**config.mk**
```make
export PLATFORM = sky130hd
export DESIGN_NAME = request_conditioner
export DESIGN_NICKNAME = d
export VERILOG_FILES = /design/src/rtl/request_conditioner_pkg.sv /design/src/rtl/request_conditioner_debounce_filter.sv /design/src/rtl/request_conditioner.sv
export SDC_FILE = /design/constraint.sdc
export NUM_CORES = 1
export LEC_CHECK = 0
export ABC_AREA = 1
export CAP_MARGIN = 15
export CORE_MARGIN = 5
export CORE_UTILIZATION = 55
export DETAILED_ROUTE_END_ITERATION = 8
export PLACE_DENSITY = 0.78
export SLEW_MARGIN = 20
export SYNTH_ARGS = -nofsm -noshare
export SYNTH_HDL_FRONTEND = slang
export SYNTH_SLANG_ARGS = --single-unit
```
**constraint.sdc**
```tcl
create_clock -name clk -period 1.7 [get_ports clk]
set_clock_uncertainty 0.2 [all_clocks]
set_input_delay 0.255 -clock clk [delete_from_list [all_inputs] [get_ports clk]]
set_output_delay 0.255 -clock clk [all_outputs]
set_load 0.01 [all_outputs]
```
**src/rtl/request_conditioner_pkg.sv**
```systemverilog
// Shared definitions for the request conditioner: default debounce
// parameters and the channel indices used to address the per-channel
// vectors in the top level.
package request_conditioner_pkg;

    // Default number of consecutive differing cycles before a level flips.
    localparam int DB_COUNT_DEFAULT = 1000;

    // Default width of each debounce counter.
    localparam int CNT_W_DEFAULT = 10;

    // Channel indices into the 3-bit raw/stable/rise vectors.
    localparam int WALK   = 0;
    localparam int REPROG = 1;
    localparam int SENSOR = 2;

    localparam int NUM_CH = 3;

endpackage : request_conditioner_pkg

```
**src/rtl/request_conditioner_debounce_filter.sv**
```systemverilog
// Single-channel debounce filter.
// The debounced level flips only after the raw input has differed from it
// for DB_COUNT consecutive rising edges. Any edge where raw agrees with the
// debounced level restarts the count.
// Ports:
//   clk     - system clock, rising edge active
//   Reset_n - asynchronous active-low reset
//   raw     - synchronized input level
//   stable  - debounced level (register output)
//   rise    - debounced level is high this cycle and was low the cycle before
module debounce_filter #(
    parameter int DB_COUNT = 1000,
    parameter int CNT_W    = 10
) (
    input  logic clk,
    input  logic Reset_n,
    input  logic raw,
    output logic stable,
    output logic rise
);

    // Terminal count value: reaching it with raw still differing flips the level.
    localparam logic [CNT_W-1:0] LAST_CNT = CNT_W'(DB_COUNT - 1);

    logic             stable_r;
    logic             prev_r;
    logic [CNT_W-1:0] cnt_r;

    // Debounce counter, debounced level and one-cycle delayed copy for edge detect.
    always_ff @(posedge clk or negedge Reset_n) begin
        if (!Reset_n) begin
            stable_r <= 1'b0;
            prev_r   <= 1'b0;
            cnt_r    <= {CNT_W{1'b0}};
        end else begin
            prev_r <= stable_r;
            if (raw == stable_r) begin
                cnt_r <= {CNT_W{1'b0}};
            end else if (cnt_r == LAST_CNT) begin
                stable_r <= raw;
                cnt_r    <= {CNT_W{1'b0}};
            end else begin
                cnt_r <= cnt_r + CNT_W'(1);
            end
        end
    end

    assign stable = stable_r;
    // Both operands are registers, so rise carries no path from raw.
    assign rise   = stable_r & ~prev_r;

endmodule : debounce_filter

```
**src/rtl/request_conditioner.sv**
```systemverilog
// Conditions the synchronized operator inputs before the traffic-light FSM.
// Each input is debounced; the Reprogram button becomes a one-cycle pulse,
// and a walk press is latched until the FSM acknowledges it.
// Ports:
//   clk               - system clock, rising edge active
//   Reset_n           - asynchronous active-low reset
//   Walk_request_Sync - synchronized walk button
//   Reprogram_Sync    - synchronized reprogram button
//   Sensor_Sync       - synchronized vehicle sensor
//   Walk_ack          - one-cycle strobe from the FSM, walk request serviced
//   Walk_pending      - latched walk request, high until acknowledged
//   Reprogram_pulse   - one-cycle strobe per debounced Reprogram press
//   Sensor_stable     - debounced sensor level
module request_conditioner
    import request_conditioner_pkg::*;
#(
    parameter int DB_COUNT = DB_COUNT_DEFAULT,
    parameter int CNT_W    = CNT_W_DEFAULT
) (
    input  logic clk,
    input  logic Reset_n,
    input  logic Walk_request_Sync,
    input  logic Reprogram_Sync,
    input  logic Sensor_Sync,
    input  logic Walk_ack,
    output logic Walk_pending,
    output logic Reprogram_pulse,
    output logic Sensor_stable
);

    logic [NUM_CH-1:0] raw_s;
    logic [NUM_CH-1:0] stable_s;
    logic              walk_rise_s;
    logic              reprog_rise_s;
    logic              sensor_rise_unused_s;
    logic              walk_pending_r;
    logic              reprog_pulse_r;

    assign raw_s[WALK]   = Walk_request_Sync;
    assign raw_s[REPROG] = Reprogram_Sync;
    assign raw_s[SENSOR] = Sensor_Sync;

    debounce_filter #(.DB_COUNT(DB_COUNT), .CNT_W(CNT_W)) u_walk_db (
        .clk     (clk),
        .Reset_n (Reset_n),
        .raw     (raw_s[WALK]),
        .stable  (stable_s[WALK]),
        .rise    (walk_rise_s)
    );

    debounce_filter #(.DB_COUNT(DB_COUNT), .CNT_W(CNT_W)) u_reprog_db (
        .clk     (clk),
        .Reset_n (Reset_n),
        .raw     (raw_s[REPROG]),
        .stable  (stable_s[REPROG]),
        .rise    (reprog_rise_s)
    );

    // Only the level of the sensor is of interest; its edge output is dropped.
    debounce_filter #(.DB_COUNT(DB_COUNT), .CNT_W(CNT_W)) u_sensor_db (
        .clk     (clk),
        .Reset_n (Reset_n),
        .raw     (raw_s[SENSOR]),
        .stable  (stable_s[SENSOR]),
        .rise    (sensor_rise_unused_s)
    );

    // Walk request latch and reprogram strobe; a new walk rise beats a
    // simultaneous acknowledge so that no press is ever lost.
    always_ff @(posedge clk or negedge Reset_n) begin
        if (!Reset_n) begin
            walk_pending_r <= 1'b0;
            reprog_pulse_r <= 1'b0;
        end else begin
            reprog_pulse_r <= reprog_rise_s;
            if (walk_rise_s) begin
                walk_pending_r <= 1'b1;
            end else if (Walk_ack) begin
                walk_pending_r <= 1'b0;
            end else begin
                walk_pending_r <= walk_pending_r;
            end
        end
    end

    assign Walk_pending    = walk_pending_r;
    assign Reprogram_pulse = reprog_pulse_r;
    assign Sensor_stable   = stable_s[SENSOR];

endmodule : request_conditioner
```
Word level (Yosys, flattened, before mapping)

Cells that the tools add are included.

Input bits: 6
Output and inout port bits: 3
Flip-flop bits (word level): 37
Word-level logic and storage cells: 38

Add/subtract/negate cells: 3
Equal/unequal tests: 6
Muxes and demuxes: 8
Bitwise operators: 7
Reductions and logical operators: 4

Operators by type and width:

| operator                | number |
|---|---|
| $mux W10                | 6 |
| $add A10 B1 Y10 const B | 3 |
| $eq A10 B10 Y1 const B  | 3 |
| $reduce_and A2 Y1       | 3 |
| $not A1 Y1              | 5 |
| $eq A1 B1 Y1            | 3 |
| $and A1 B1 Y1           | 2 |
| $mux W1                 | 2 |
| $reduce_bool A2 Y1      | 1 |

Logic depth before layout (Yosys ltp)

Gate-level depths: netlist (run 1).

Depth after elaboration: 3
Gate-level depth with buffers: 8
Depth with buffers taken out: 8

Cells and area by module

Synthesis (run 1) repeated with hierarchy kept, for this count alone.

Cells, all modules: 201
Area, all modules: 1863.0 sq um

Modules (own cells, without submodules):

| module              | instances | cells each | sequential area each (sq um) | area an instance (sq um) |
|---|---|---|---|---|
| debounce_filter     | 3         | 65         | 300.3                        | 599.3 |
| request_conditioner | 1         | 6          | 50.0                         | 65.1 |

Worst setup path after synthesis (run 1)

OpenSTA, ideal clock, no wires.

Kind: reg2reg
Start point: register u_walk_db.cnt_r[0]
End point: register u_walk_db.cnt_r[6]
Path buffers: 0
Stages on the path, launching flop included: 7
Period minus slack after synthesis: 1.353 ns
Setup slack: 0.347 ns
Data required time: 1.380 ns
Arrival time: 1.032 ns
Library setup time: 0.120 ns
Cells stage by stage: dfrtp_1 -> ha_1 -> nand2_1 -> nor2_4 -> nand3_2 -> nand2_2 -> nor2_1

Cells in the longest elaborated chain, start to end: 3
Elaborated cells between the ends (all ways): 4
Those cells by class: add/sub: 1; eq/ne: 1; mux: 2

Ends and longest elaborated chain:

| what                                                     | line                                                                                 | RTL |
|---|---|---|
| start: declaration                                       | request_conditioner_debounce_filter.sv:27                                            | `logic [CNT_W-1:0] cnt_r;` |
| start signal: assignment                                 | request_conditioner_debounce_filter.sv:34                                            | `cnt_r <= {CNT_W{1'b0}};` |
| start signal: assignment                                 | request_conditioner_debounce_filter.sv:38                                            | `cnt_r <= {CNT_W{1'b0}};` |
| start signal: assignment                                 | request_conditioner_debounce_filter.sv:41                                            | `cnt_r <= {CNT_W{1'b0}};` |
| $add A10 B1 Y10 / $eq A10 B10 Y1 (equally long branches) | request_conditioner_debounce_filter.sv:43, request_conditioner_debounce_filter.sv:39 |  |
| $mux W10 (*)                                             | request_conditioner_debounce_filter.sv:39                                            | `end else if (cnt_r == LAST_CNT) begin` |
| $mux W10 (*)                                             | request_conditioner_debounce_filter.sv:37                                            | `if (raw == stable_r) begin` |

Mark *: on every way between the ends. The rest lies on a longest branch, timed or not.
A chain may end at the register's enable or synchronous reset.

Worst setup path in the final report (run 1)

Start point: register u_reprog_db.cnt_r[0]
End point: register u_reprog_db.cnt_r[8]

Cells in the longest elaborated chain, start to end: 3
Elaborated cells between the ends (all ways): 4
Those cells by class: add/sub: 1; eq/ne: 1; mux: 2

Ends and longest elaborated chain:

| what                                                     | line |
|---|---|
| start: declaration                                       | request_conditioner_debounce_filter.sv:27 |
| start signal: assignment                                 | request_conditioner_debounce_filter.sv:34 |
| start signal: assignment                                 | request_conditioner_debounce_filter.sv:38 |
| start signal: assignment                                 | request_conditioner_debounce_filter.sv:41 |
| $add A10 B1 Y10 / $eq A10 B10 Y1 (equally long branches) | request_conditioner_debounce_filter.sv:43, request_conditioner_debounce_filter.sv:39 |
| $mux W10 (*)                                             | request_conditioner_debounce_filter.sv:39 |
| $mux W10 (*)                                             | request_conditioner_debounce_filter.sv:37 |

Marks and branches as above.

==> results of run 1 <==
[worst max-delay path, delay by kind of cell (launching register included)]
family,cells,cell delay (ns)
DFF,1,0.42
and+or+nand+nor,3,0.39
adders and majority gates,1,0.22
AOI/OAI and AO/OA,1,0.16
buffers and inverters,1,0.09
[cells by family (layout without fill, tap and decap cells)]
logic type / after synthesis / after routing / synth area share
buffers and inverters: 28 / 47 / 0.05825
DFF: 37 / 37 / 0.5132
xor gates and xnor gates: 11 / 11 / 0.05756
adders and majority gates: 3 / 3 / 0.02081
and+or+nand+nor: 124 / 124 / 0.3093
AOI/OAI and AO/OA: 13 / 13 / 0.04092
[report_power, final]
group          internal (mW)  switching, mW  total, mW
sequential             0.896         0.0123      0.909
combinational         0.0376         0.0535     0.0911
clock                  0.194          0.271      0.465
total                   1.13          0.337       1.46
[path summary, 6_finish.rpt]
check,from,slack [ns],depth (start not counted),to
setup / recovery,u_reprog_db.cnt_r[0],0.14,6,u_reprog_db.cnt_r[8]
min in group clk,u_reprog_db.prev_r,0.20,1,Reprogram_pulse
hold reg to reg,u_reprog_db.prev_r,0.20,1,Reprogram_pulse
hold / removal,Reset_n,0.15,2,u_sensor_db.stable
max in group asynchronous,Reset_n,0.71,3,u_reprog_db.cnt_r[9]
setup reg to reg,u_reprog_db.cnt_r[0],0.14,6,u_reprog_db.cnt_r[8]
[what timing repair did]
item / 4_1_cts / 5_1_grt
setup endpoints to repair: 1 / 3
hold buffers: 1 / 0
buffers inserted: 1 / 0
gates resized for setup: 0 / 3
cloned: 0 / 0
endpoints found under the hold margin: 37 / 0
[cell usage in the layout, fill, tap and decap left out]
cell type / instances
a21oi_1: 6
nand2_2: 1
ha_1: 3
nor3_2: 1
clkbuf_8: 1
nand4_1: 2
buf_2: 1
clkinvlp_4: 1
nor3_1: 2
a21oi_2: 1
nor2_4: 2
nor2_1: 51
nand3b_1: 2
xor2_1: 5
nand3_1: 19
dlymetal6s2s_1: 3
xnor2_1: 5
nand3_2: 3
clkbuf_4: 5
nor3b_2: 1
inv_1: 28
o22ai_1: 1
a31oi_1: 1
buf_4: 2
nor2_2: 1
dfrtp_1: 37
clkdlybuf4s50_1: 4
o21ai_1: 1
o21bai_1: 1
nand2_1: 39
o21ai_0: 2
xor2_2: 1
dlygate4sd3_1: 1
buf_12: 1
[sequential cells by signal, indices dropped and copies added (netlist names)]
register	flops
u_reprog_db.cnt_r	10
Reprogram_pulse	1
u_sensor_db.stable	1
u_reprog_db.prev_r	1
u_reprog_db.stable	1
u_walk_db.cnt_r	10
Walk_pending	1
u_walk_db.prev_r	1
u_sensor_db.cnt_r	10
u_walk_db.stable	1
[through the flow]
stage | cell area, um2 | util | total power [mW] | worst slack [ns] | instances
after CTS | 2038 | 0.6569 | 1.489 | 0.001082 | 279
after floorplan | 1804 | - | 0.9683 | 0.3473 | 216
after detailed placement | 1962 | 0.6323 | 1.018 | 0.06518 | 270
after global routing | 2046 | 0.6593 | 1.541 | 0.01675 | 279
after global placement | 1962 | 0.6323 | 1.014 | 0.08787 | 270
final | 2046 | 0.6593 | 1.465 | 0.1382 | 279
[layout make-up]
type                            count  area (um2)  share of cell area
Clock buffer                        6       51.30             0.02508
Clock inverter                      1       7.507            0.003670
Inverter                           28       105.1             0.05138
Multi-Input combinational cell    151       773.2              0.3780
Sequential cell                    37       925.9              0.4526
Tap cell                           44       55.05             0.02691
Timing Repair Buffer               12       127.6             0.06239
[routing by layer]
layer	GRT usage	part of all wire	up-vias
li1	-	-	714
met1	0.2151	0.49	613
met2	0.2761	0.47	21
met3	0.03661	0.037	2
met4	0.05823	0.0063	0
met5	0	0	-
==> impl_metrics.toml, run 1 <==
[global_routing]
grt_use_total = 0.1666
antenna_found_initial = 0
grt_max_degree = 25
grt_pass1_wl_mm = 5.692
grt_overflow = 0
grt_pass1_vias = 1371

[clocking]
cts.sinks = 37
cts_tree = "yes"
cts_buffer_depth = 2
clk_pin_slew_worst_paths_ns = 0.11
clkLatencyLatePin_ns = 0.33
htree_num_levels = 2
numCtsBuffers = 5
root_buffer = "clkbuf_4"

[pwr]
power_leakage_nw = 0.9983
p_per_area_nw_per_um2 = 716.0
irDropWorstVdd_v = 0.0004325

[synthesis]
netlist_area_um2 = 1804
yosys-top-cells-area = "dfrtp_1 51%, nor2_1 11%, nand2_1 8.1%"
synth_common_cells = "51 x nor2_1, 39 x nand2_1, 37 x dfrtp_1, 28 x inv_1, 19 x nand3_1"
ys.flop_type = "dfrtp_1"
ys_warn_count = 0
synth_cell_types = 25
synth_area_per_cell_um2 = 8.353
synth_cells = 216
synth_top_area_cell = "dfrtp_1"
synth_fp_nets = 225
synth_top_cell_area_share = 0.5132
ys_seq_area_frac = 0.5132
synth-edff-count = 0
async_flop_share = 1.000
ys_seq_elements = 37
synth.most_common_cell = "nor2_1"

[setup_path]
slowest_delay_ns = 0.42
cp.arrival_ns = 1.61
endpoint_kind = "register"
critPathMaxFanout = 6
crit_path_frequent_cell = "nand2_1"
worstPathCellList = "ha_1 > nand2_1 > inv_1 > nand3_2 > nand2_1 > a21oi_1"
cp-start-kind = "register"
critPathKind = "register to register"
critPathRequiredTime_ns = 1.75
cp_slowest_cell = "dfrtp_1"

[floorplan]
die_x_um = 67.28
die_h_um = 67.28
row_count = 20
ioPinCount = 9
initial_core_util = 0.5815
coreArea_um2 = 3103
die_area_um2 = 4526

[routing]
wl_per_cell_um = 10.75
drc = 0
avgViaCountPerCell = 4.839
vias = 1350
drt-initial-drc-count = 76
ant_nets = 0
dr.pass1.iters = 4
wl_mm = 2.999

[place]
place_congestion = 0.8226
hpwl_mm = 2.327
io_buffers = 8

[timing]
period_share = 0.9187
tns_ns = 0
slew_violations = 0
rsz0062_at_grt = "no"
finalWorstPathRequiredPeriod_ns = 1.562
fmax_mhz = 640.3
worst_pin_slew_ns = 0.3495
hold_viol = 0
relSlewSlack = 0.7670
setup_violations = 0
holdWs_ns = 0.1509

[finish]
n_antenna_cell = 0
syn_to_final_growth_pct = 13.38
drive_gt1_frac = 0.09362
num-fill-cells = 277
nNetsFinal = 244

[run]
maxCapViolations = 0

[run_status]
outcome = "completed"

[hold_path]
min_path_type = "input port to asynchronous set/reset pin"
Note: power is estimated with default switching activity, not from simulation.
==> inputs of run 2 (changes only) <==
--- a/config.mk
+++ b/config.mk
@@ -7,7 +7,7 @@
 export LEC_CHECK = 0
 export ABC_AREA = 1
 export CAP_MARGIN = 15
-export CORE_MARGIN = 5
+export CORE_MARGIN = 2
 export CORE_UTILIZATION = 55
 export DETAILED_ROUTE_END_ITERATION = 8
 export PLACE_DENSITY = 0.78
==> run 2 against run 1 <==
Effect of this change: critical path depth is 5 lower; core utilization is 0.54 points higher; non-clock buffer count is 1 higher; clock power is 12% higher; critical path type is now register to output pin; largest cell class unchanged.
==> impl_metrics.toml, run 2 (synthesis gave the netlist of run 1 again) <==
[run_status]
outcome = "completed"

[setup_path]
path_delay_family = "buffers and inverters"
rrSetupSlack_ns = 0.20
critPathRequiredTime_ns = 1.24
cp.depth = 1
endpoint_kind = "output pin"
worstPathCellList = "clkdlybuf4s50_1"
reg2reg_depth = 6
critPathKind = "register to output pin"
cp-start-kind = "register"
rr_startpoint = "u_reprog_db.cnt_r[0]"
path_buf_inv = 1
cp.arrival_ns = 1.19
cp_slowest_cell = "clkdlybuf4s50_1"
slowest_delay_ns = 0.52
r2r_end = "u_reprog_db.cnt_r[8]"
critPathMaxFanout = 1

[routing]
ant_nets = 0
vias = 1412
wl_mm = 3.014
drt-initial-drc-count = 62
dr.pass1.iters = 4
wl_per_cell_um = 10.73
avgViaCountPerCell = 5.025
drc = 0

[floorplan]
initial_core_util = 0.5862
die_x_um = 61.28
coreArea_um2 = 3078
die_h_um = 61.28
ioPinCount = 9
row_count = 20
die_area_um2 = 3755

[place]
place_congestion = 0.9739
hpwl_mm = 2.210
io_buffers = 8

[pwr]
irDropWorstVdd_v = 0.0006436
finalPower_mw = 1.517
power_leakage_nw = 0.9769
p_per_area_nw_per_um2 = 741.5

[timing]
period_share = 0.9688
fmax_mhz = 607.2
worst_pin_slew_ns = 0.4564
setup_violations = 0
relSlewSlack = 0.6958
finalWorstPathRequiredPeriod_ns = 1.647
hold_viol = 0
rsz0062_at_grt = "no"
slew_violations = 0
tns_ns = 0

[global_routing]
grt_max_degree = 38
antenna_found_initial = 0
grt_pass1_vias = 1333
grt_use_total = 0.2013
grt_overflow = 0
grt_pass1_wl_mm = 5.388

[finish]
drive_gt1_frac = 0.1013
syn_to_final_growth_pct = 13.38
n_antenna_cell = 0
final_common_cell = "nor2_1"
top_regs = "u_reprog_db.cnt_r x10, u_sensor_db.cnt_r x10, u_walk_db.cnt_r x10"
num-fill-cells = 272
final_cell_mix = "51 x nor2_1, 39 x nand2_1, 37 x dfrtp_1"
nNetsFinal = 245

[clocking]
cts.sinks = 37
numCtsBuffers = 5
root_buffer = "clkbuf_4"
clk_pin_slew_worst_paths_ns = 0.10
cts_tree = "yes"
clkLatencyLatePin_ns = 0.35
cts_buffer_depth = 2
htree_num_levels = 2

[hold_path]
min_to = "Reprogram_pulse"
min_path_type = "register to register"
hold_path_depth = 1
min_from = "u_reprog_db.prev_r"

[run]
maxCapViolations = 0
## run 2: cell types whose count changed in the layout (fill, tap and decap cells not counted)
cell and delta:
clkinvlp_4 -1, dlymetal6s2s_1 -2, clkdlybuf4s50_1 +1, clkinv_2 +1, buf_4 +2, buf_12 -1, clkbuf_8 +1, dlygate4sd2_1 +1
## run 2: metrics by stage
step / hold slack [ns] / utilization / cells / setup WS (ns) / area (um2)
finish: 0.1975 / 0.6646 / 281 / 0.05312 / 2046
global route: 0.2320 / 0.6646 / 281 / 0.007122 / 2046
CTS: 0.1961 / 0.6638 / 281 / 0.01135 / 2043
detailed placement: 0.1253 / 0.6358 / 271 / 0.09887 / 1957
global placement: 0.1234 / 0.6358 / 271 / 0.1266 / 1957
floorplan: -0.2406 / - / 216 / 0.3473 / 1804
## run 2: area by class of cell
class	count	area, um2	area share
inverters	28	105.1	0.05138
clock inverters	1	5.005	0.002446
flip-flops and latches	37	925.9	0.4526
multi-input cells	151	773.2	0.3780
clock buffers	7	65.06	0.03180
well taps	44	55.05	0.02691
repair buffers	13	116.4	0.05688
## run 2: how the worst max path moves through the flow
stage | slack [ns] | endpoint | start
2_1_floorplan | 0.35 | u_walk_db.cnt_r[6] | u_walk_db.cnt_r[0]
3_3_place_gp | 0.13 | u_sensor_db.cnt_r[6] | Sensor_Sync
5_1_grt | 0.007 | Reprogram_pulse | Reprogram_pulse
3_5_place_dp | 0.1 | u_sensor_db.cnt_r[5] | Sensor_Sync
4_1_cts | 0.01 | Sensor_stable | u_sensor_db.stable
6_report | 0.05 | Reprogram_pulse | Reprogram_pulse
## run 2: repair_timing
item                       in CTS  in global routing
gates cloned                    0                  0
resized for setup               1                  1
hold endpoints to repair       37                  0
setup buffers                   1                  0
setup endpoints to repair       2                  1
hold buffers                    1                  0
## run 2: report_power, final
part,internal [mW],switching [mW]
registers,0.896,0.0122
clock network,0.240,0.279
logic,0.0365,0.0527
total,1.17,0.344
## run 2: per-layer routing
layer	track usage	part of all wire
met1	0.2497	0.48
met2	0.3024	0.44
met3	0.08193	0.057
met4	0.1056	0.025
met5	0	0
